[src/rtl/pe_seq_ctrl.sv]
// Micro-op sequencer for one PE: turns a "compute one output pixel" command into
// N MAC cycles, a bias+output cycle and a flush, gated by the operand feeder handshake.
module pe_seq_ctrl #(
  parameter int unsigned CNT_W   = 16,
  parameter int unsigned TIMEOUT = 64,
  parameter int unsigned DATA_W  = 32
) (
  input  logic              clk,
  input  logic              rst_n,
  input  logic              start,
  input  logic [CNT_W-1:0]  cfg_num_mac,
  input  logic              cfg_relu,
  input  logic              abort,
  input  logic              op_valid,
  output logic              op_ready,
  output logic              in_valid,
  output logic              calc_bias,
  output logic              out_en,
  output logic              calc_relu,
  output logic              flush,
  input  logic [DATA_W-1:0] result_r,
  input  logic              out_valid_r,
  input  logic              illegal_uop,
  output logic [DATA_W-1:0] res_data,
  output logic              busy,
  output logic              done,
  output logic              err
);

  localparam int unsigned TMO_W = $clog2(TIMEOUT + 1);

  typedef enum logic [2:0] {
    S_IDLE, S_MAC, S_BIAS, S_FLUSH, S_WAIT, S_DONE, S_ERR, S_ABORT
  } state_t;

  state_t             r_state;
  logic [CNT_W-1:0]   r_cnt;
  logic [CNT_W-1:0]   r_num_mac;
  logic               r_relu;
  logic               r_seen_out;
  logic [TMO_W-1:0]   r_tmo;
  logic [DATA_W-1:0]  r_res;
  logic [CNT_W-1:0]   w_cnt_inc;
  logic               w_can_abort;
  logic               w_err_src;
  logic               w_out_state;

  assign w_cnt_inc   = r_cnt + CNT_W'(1);
  assign w_can_abort = (r_state != S_IDLE) && (r_state != S_ABORT);
  assign w_err_src   = (r_state == S_MAC) || (r_state == S_BIAS) ||
                       (r_state == S_FLUSH) || (r_state == S_WAIT);
  assign w_out_state = (r_state == S_BIAS) || (r_state == S_FLUSH) || (r_state == S_WAIT);

  // State, counters and result latch; abort beats illegal_uop beats normal progress.
  always_ff @(posedge clk or negedge rst_n) begin
    if (!rst_n) begin
      r_state    <= S_IDLE;
      r_cnt      <= '0;
      r_num_mac  <= '0;
      r_relu     <= 1'b0;
      r_seen_out <= 1'b0;
      r_tmo      <= '0;
      r_res      <= '0;
    end else begin
      if (out_valid_r && (r_state != S_IDLE)) r_res <= result_r;
      if (out_valid_r && w_out_state) r_seen_out <= 1'b1;

      if (w_can_abort && abort) begin
        r_state <= S_ABORT;
      end else if (w_err_src && illegal_uop) begin
        r_state <= S_ERR;
      end else begin
        case (r_state)
          S_IDLE: begin
            if (start) begin
              r_num_mac  <= cfg_num_mac;
              r_relu     <= cfg_relu;
              r_cnt      <= '0;
              r_seen_out <= 1'b0;
              r_state    <= (cfg_num_mac != '0) ? S_MAC : S_BIAS;
            end
          end
          S_MAC: begin
            if (op_valid) begin
              r_cnt <= w_cnt_inc;
              if (w_cnt_inc == r_num_mac) r_state <= S_BIAS;
            end
          end
          S_BIAS: begin
            if (op_valid) r_state <= S_FLUSH;
          end
          S_FLUSH: begin
            r_tmo   <= '0;
            r_state <= (r_seen_out || out_valid_r) ? S_DONE : S_WAIT;
          end
          S_WAIT: begin
            if (out_valid_r) begin
              r_state <= S_DONE;
            end else if (r_tmo == TMO_W'(TIMEOUT - 1)) begin
              r_state <= S_ERR;
            end else begin
              r_tmo <= r_tmo + TMO_W'(1);
            end
          end
          S_DONE:  r_state <= S_IDLE;
          S_ERR:   r_state <= S_ERR;
          S_ABORT: r_state <= S_IDLE;
          default: r_state <= S_IDLE;
        endcase
      end
    end
  end

  // PE micro-op decode; bias/out_en only ever accompany in_valid.
  always_comb begin
    op_ready  = 1'b0;
    in_valid  = 1'b0;
    calc_bias = 1'b0;
    out_en    = 1'b0;
    calc_relu = 1'b0;
    flush     = 1'b0;
    case (r_state)
      S_MAC: begin
        op_ready = 1'b1;
        in_valid = op_valid;
      end
      S_BIAS: begin
        op_ready  = 1'b1;
        in_valid  = op_valid;
        calc_bias = op_valid;
        out_en    = op_valid;
        calc_relu = op_valid & r_relu;
      end
      S_FLUSH, S_ABORT: flush = 1'b1;
      default: ;
    endcase
  end

  assign res_data = r_res;
  assign busy     = (r_state != S_IDLE);
  assign done     = (r_state == S_DONE);
  assign err      = (r_state == S_ERR);

endmodule
[config.mk]
export PLATFORM = sky130hd
export DESIGN_NAME = pe_seq_ctrl
export DESIGN_NICKNAME = d
export VERILOG_FILES = /design/src/rtl/pe_seq_ctrl.sv
export SDC_FILE = /design/constraint.sdc
export NUM_CORES = 1
export LEC_CHECK = 0
export ABC_CLOCK_PERIOD_IN_PS = 3800
export CORE_UTILIZATION = 30
export CTS_BUF_LIST = sky130_fd_sc_hd__clkbuf_4
export DETAILED_ROUTE_END_ITERATION = 12
export PLACE_DENSITY = 0.63
export SLEW_MARGIN = 5
export SYNTH_ARGS = -nofsm -noshare
export SYNTH_HDL_FRONTEND = slang
export SYNTH_SLANG_ARGS = --single-unit
export TNS_END_PERCENT = 100
[constraint.sdc]
create_clock -name clk -period 3.8 [get_ports clk]
set_input_delay 1.14 -clock clk [delete_from_list [all_inputs] [get_ports clk]]
set_output_delay 1.14 -clock clk [all_outputs]
set_load 0.05 [all_outputs]
==> results of run 1 <==
[cell families after synthesis]
group	count (synthesis)
AND/OR/NAND/NOR	103
flip-flops	76
AO/OA/AOI/OAI	66
multiplexers	49
XOR/XNOR	31
buffers and inverters	23
adder cells (fa/ha/maj)	3
[worst min-delay path by stage]
stage	slack [ns]	endpoint	cells after the start
after global placement	0.47	res_data[30]$_DFFE_PN0P_	1
after global routing	0.53	res_data[16]$_DFFE_PN0P_	1
after floorplan	0.47	r_cnt[15]$_DFFE_PN0P_	1
final	0.51	res_data[5]$_DFFE_PN0P_	1
after CTS	0.51	res_data[29]$_DFFE_PN0P_	1
after detailed placement	0.48	res_data[9]$_DFFE_PN0P_	1
[layer usage]
layer / vias up / track usage [%]
met5: - / 0
met1: 1473 / 17.6
met4: 0 / 4.73
met2: 80 / 22.8
li1: 1462 / -
met3: 12 / 4.79
[power breakdown]
part / total (mW) / switching, mW / internal, mW
sequential: 1.20 / 0.198 / 1.01
combinational: 1.42 / 0.806 / 0.618
clock: 0.437 / 0.281 / 0.156
[state kept, by name (all words and copies together), names as in the netlist]
name and flops:
r_num_mac 16, r_cnt 16, r_state 3, r_relu 1
r_seen_out 1, res_data 32, r_tmo 7
[critical path: cells and delay by family (launching register included)]
family	cells	cell delay [ns]
flops	1	0.56
simple gates	1	0.30
buf+inv	3	1.12
[through the flow]
stage	setup slack, ns	std cells	hold slack [ns]	power (mW)	instance area [sq um]
finish	0.256	625	0.506	3.07	5240
global route	0.144	625	0.527	3.25	5240
CTS	0.209	625	0.510	3.11	5240
detailed placement	0.262	609	0.480	2.65	5120
global placement	0.235	609	0.473	2.63	5120
floorplan	0.219	351	0.468	2.23	3970
[layout make-up]
| cell class | instances | area [sq um] |
|---|---|---|
| fill | 1240 | 7540 |
| multi-input combinational | 252 | 1940 |
| sequential | 76 | 1900 |
| timing repair buffer | 101 | 1040 |
| tap | 172 | 215 |
| clock buffer | 12 | 90.1 |
| inverter | 8 | 30.0 |
| clock inverter | 4 | 26.3 |
[placed cells by master, fill, tap and decap left out, types with 2 or more instances in the layout]
| master | n |
|---|---|
| clkdlybuf4s50_1 | 91 |
| dfrtp_1 | 76 |
| mux2_2 | 35 |
| nor2_1 | 30 |
| nand2_1 | 21 |
| o21ai_0 | 19 |
| xnor2_1 | 19 |
| mux2_1 | 14 |
| xor2_1 | 12 |
| clkbuf_4 | 12 |
| a21oi_1 | 10 |
| nor3_1 | 9 |
| nand3_1 | 8 |
| inv_1 | 7 |
| o31ai_1 | 6 |
| a31oi_1 | 6 |
| buf_4 | 6 |
| o41ai_1 | 5 |
| nor4_1 | 5 |
| buf_12 | 4 |
| nand2b_1 | 3 |
| nor2b_1 | 3 |
| and2_1 | 2 |
| nor3b_2 | 2 |
| nor4_2 | 2 |
| nor2_4 | 2 |
| and3_1 | 2 |
| o21ai_1 | 2 |
| nor4b_4 | 2 |
| nor3b_1 | 2 |
| a211oi_1 | 2 |
| o22ai_1 | 2 |
| o2bb2ai_1 | 2 |
| ha_1 | 2 |
| clkinv_2 | 2 |
==> impl_metrics.ini, run 1 <==
[status]
status = completed

[sta]
finalCritPeriodShare_pct = 93.3
maxSlewHeadroom_pct = 34.8
fin_skew_ns = 0.0127
tightest_slew_ns = 0.977
finalMaxSlewViolations = 0
setup_viol = 0
rsz0062_at_grt = no
fmax_ghz = 0.282
finalHoldViolCount = 0
period_needed_ns = 3.54
fin_tns_setup_ns = 0

[cts]
clkLatencyLatePin_ns = 0.42
cts_tree = yes
ctsHtreeMaxLevel = 3
numCtsBuffers = 9
cts_resized = 0
hold_buffers = 0
path_clk_slew_ns = 0.13
clock-sinks = 76
clockRootBuffer = clkbuf_4
ctsLongestPathBuffers = 2
post-cts-setup-buffers = 0

[placement]
place_congestion = 0.813
port_buffers = 96
hpwl_um = 6500

[logic_synthesis]
synth_fa_ha_area_share_pct = 0.914
synth-seq-cells = 76
synth_xor_area_share_pct = 6.84
synthArstFlopShare_pct = 100
synthFlopType = dfrtp_1
synthCells = 351
synth_compound_area_share_pct = 11.9
synthDistinctLibCells = 58
synth_fp_nets = 409
yosysMostFrequentCell = dfrtp_1
yosysTopAreaCell = dfrtp_1
syn_avg_cell_area_sq_um = 11.3
yosysSeqAreaShare_pct = 47.9
synth_area_leaders = dfrtp_1 (48%), mux2_2 (9.9%), xnor2_1 (4.2%)
netlist.area_leader.share_pct = 47.9
synth_mux_area_share_pct = 13.9
ys_warn_count = 0
synth_edf_count = 0
netlist_area_sq_mm = 0.00397
netlist_top_cells_count = dfrtp_1 (76), mux2_2 (35), nor2_1 (30)
yosys.area_share.simple_pct = 15.2
synth_top_family_by_area = simple AND/OR/NAND/NOR gates

[cells_and_area]
area_growth_pct = 31.9
antenna_cells = 0
nNetsFinal = 506
final_util_pct = 41.0
drive_gt1_share_pct = 18.1

[drt]
drt-total-wl_um = 9020
met3RoutedLength_um = 594
wl_met2_um = 4210
drt-initial-drc-count = 150
vias_per_cell = 4.84
wl_met1_um = 4070
post_drt_wl_per_cell_um = 14.4
drc_errors = 0
firstDrtPassIters = 4
top_layer = met4
ant_nets = 0
via_count = 3027

[floorplan]
fp.dieW_um = 117
fp.dieH_um = 117
core_area_sq_mm = 0.0128
fp.dieArea_sq_mm = 0.0137
start_util_pct = 31.1
ios = 97
std_cell_rows = 41

[worst_setup_path]
crit_path_start = r_state[2]$_DFFE_PN0P_
critPathSlowestCell = clkdlybuf4s50_1
crit_path_end_kind = primary output
reg2reg_to = r_num_mac[7]$_DFFE_PN0P_
path_class = reg -> out
crit_path_cell_trace = buf_4 -> nor3_4 -> inv_1 -> clkdlybuf4s50_1
reg2reg_slack_ns = 1.46
arrival_ns = 2.40
timing.rr.start = r_state[2]$_DFFE_PN0P_
required_ns = 2.66
reg2reg_depth = 5
endpoint = busy
path_max_fanout = 10
critPathLaunchType = register
cp_slowest_stage_delay_ns = 0.73

[worst_hold_path]
min_from = res_data[5]$_DFFE_PN0P_
min_path_type = reg -> reg

[global_route]
grt_overflow = 0
grt_pass1_vias = 3016
grt_pass1_wl_um = 14800
grt_max_degree = 77
track_usage_pct = 14.1
antenna_found_initial = 0

[flow_run]
maxCapViolCount = 0

[power]
ir_drop_mv = 0.341
power.leakage_nw = 2.11
power_density_mw_per_mm2 = 586
Power figures use the tool's default switching activity.
==> run 2, diff against run 1 <==
Settings changed: ABC_AREA from default to 0.
==> results of run 2 <==
The final DEF is identical to that of run 1; final timing and power are the same.
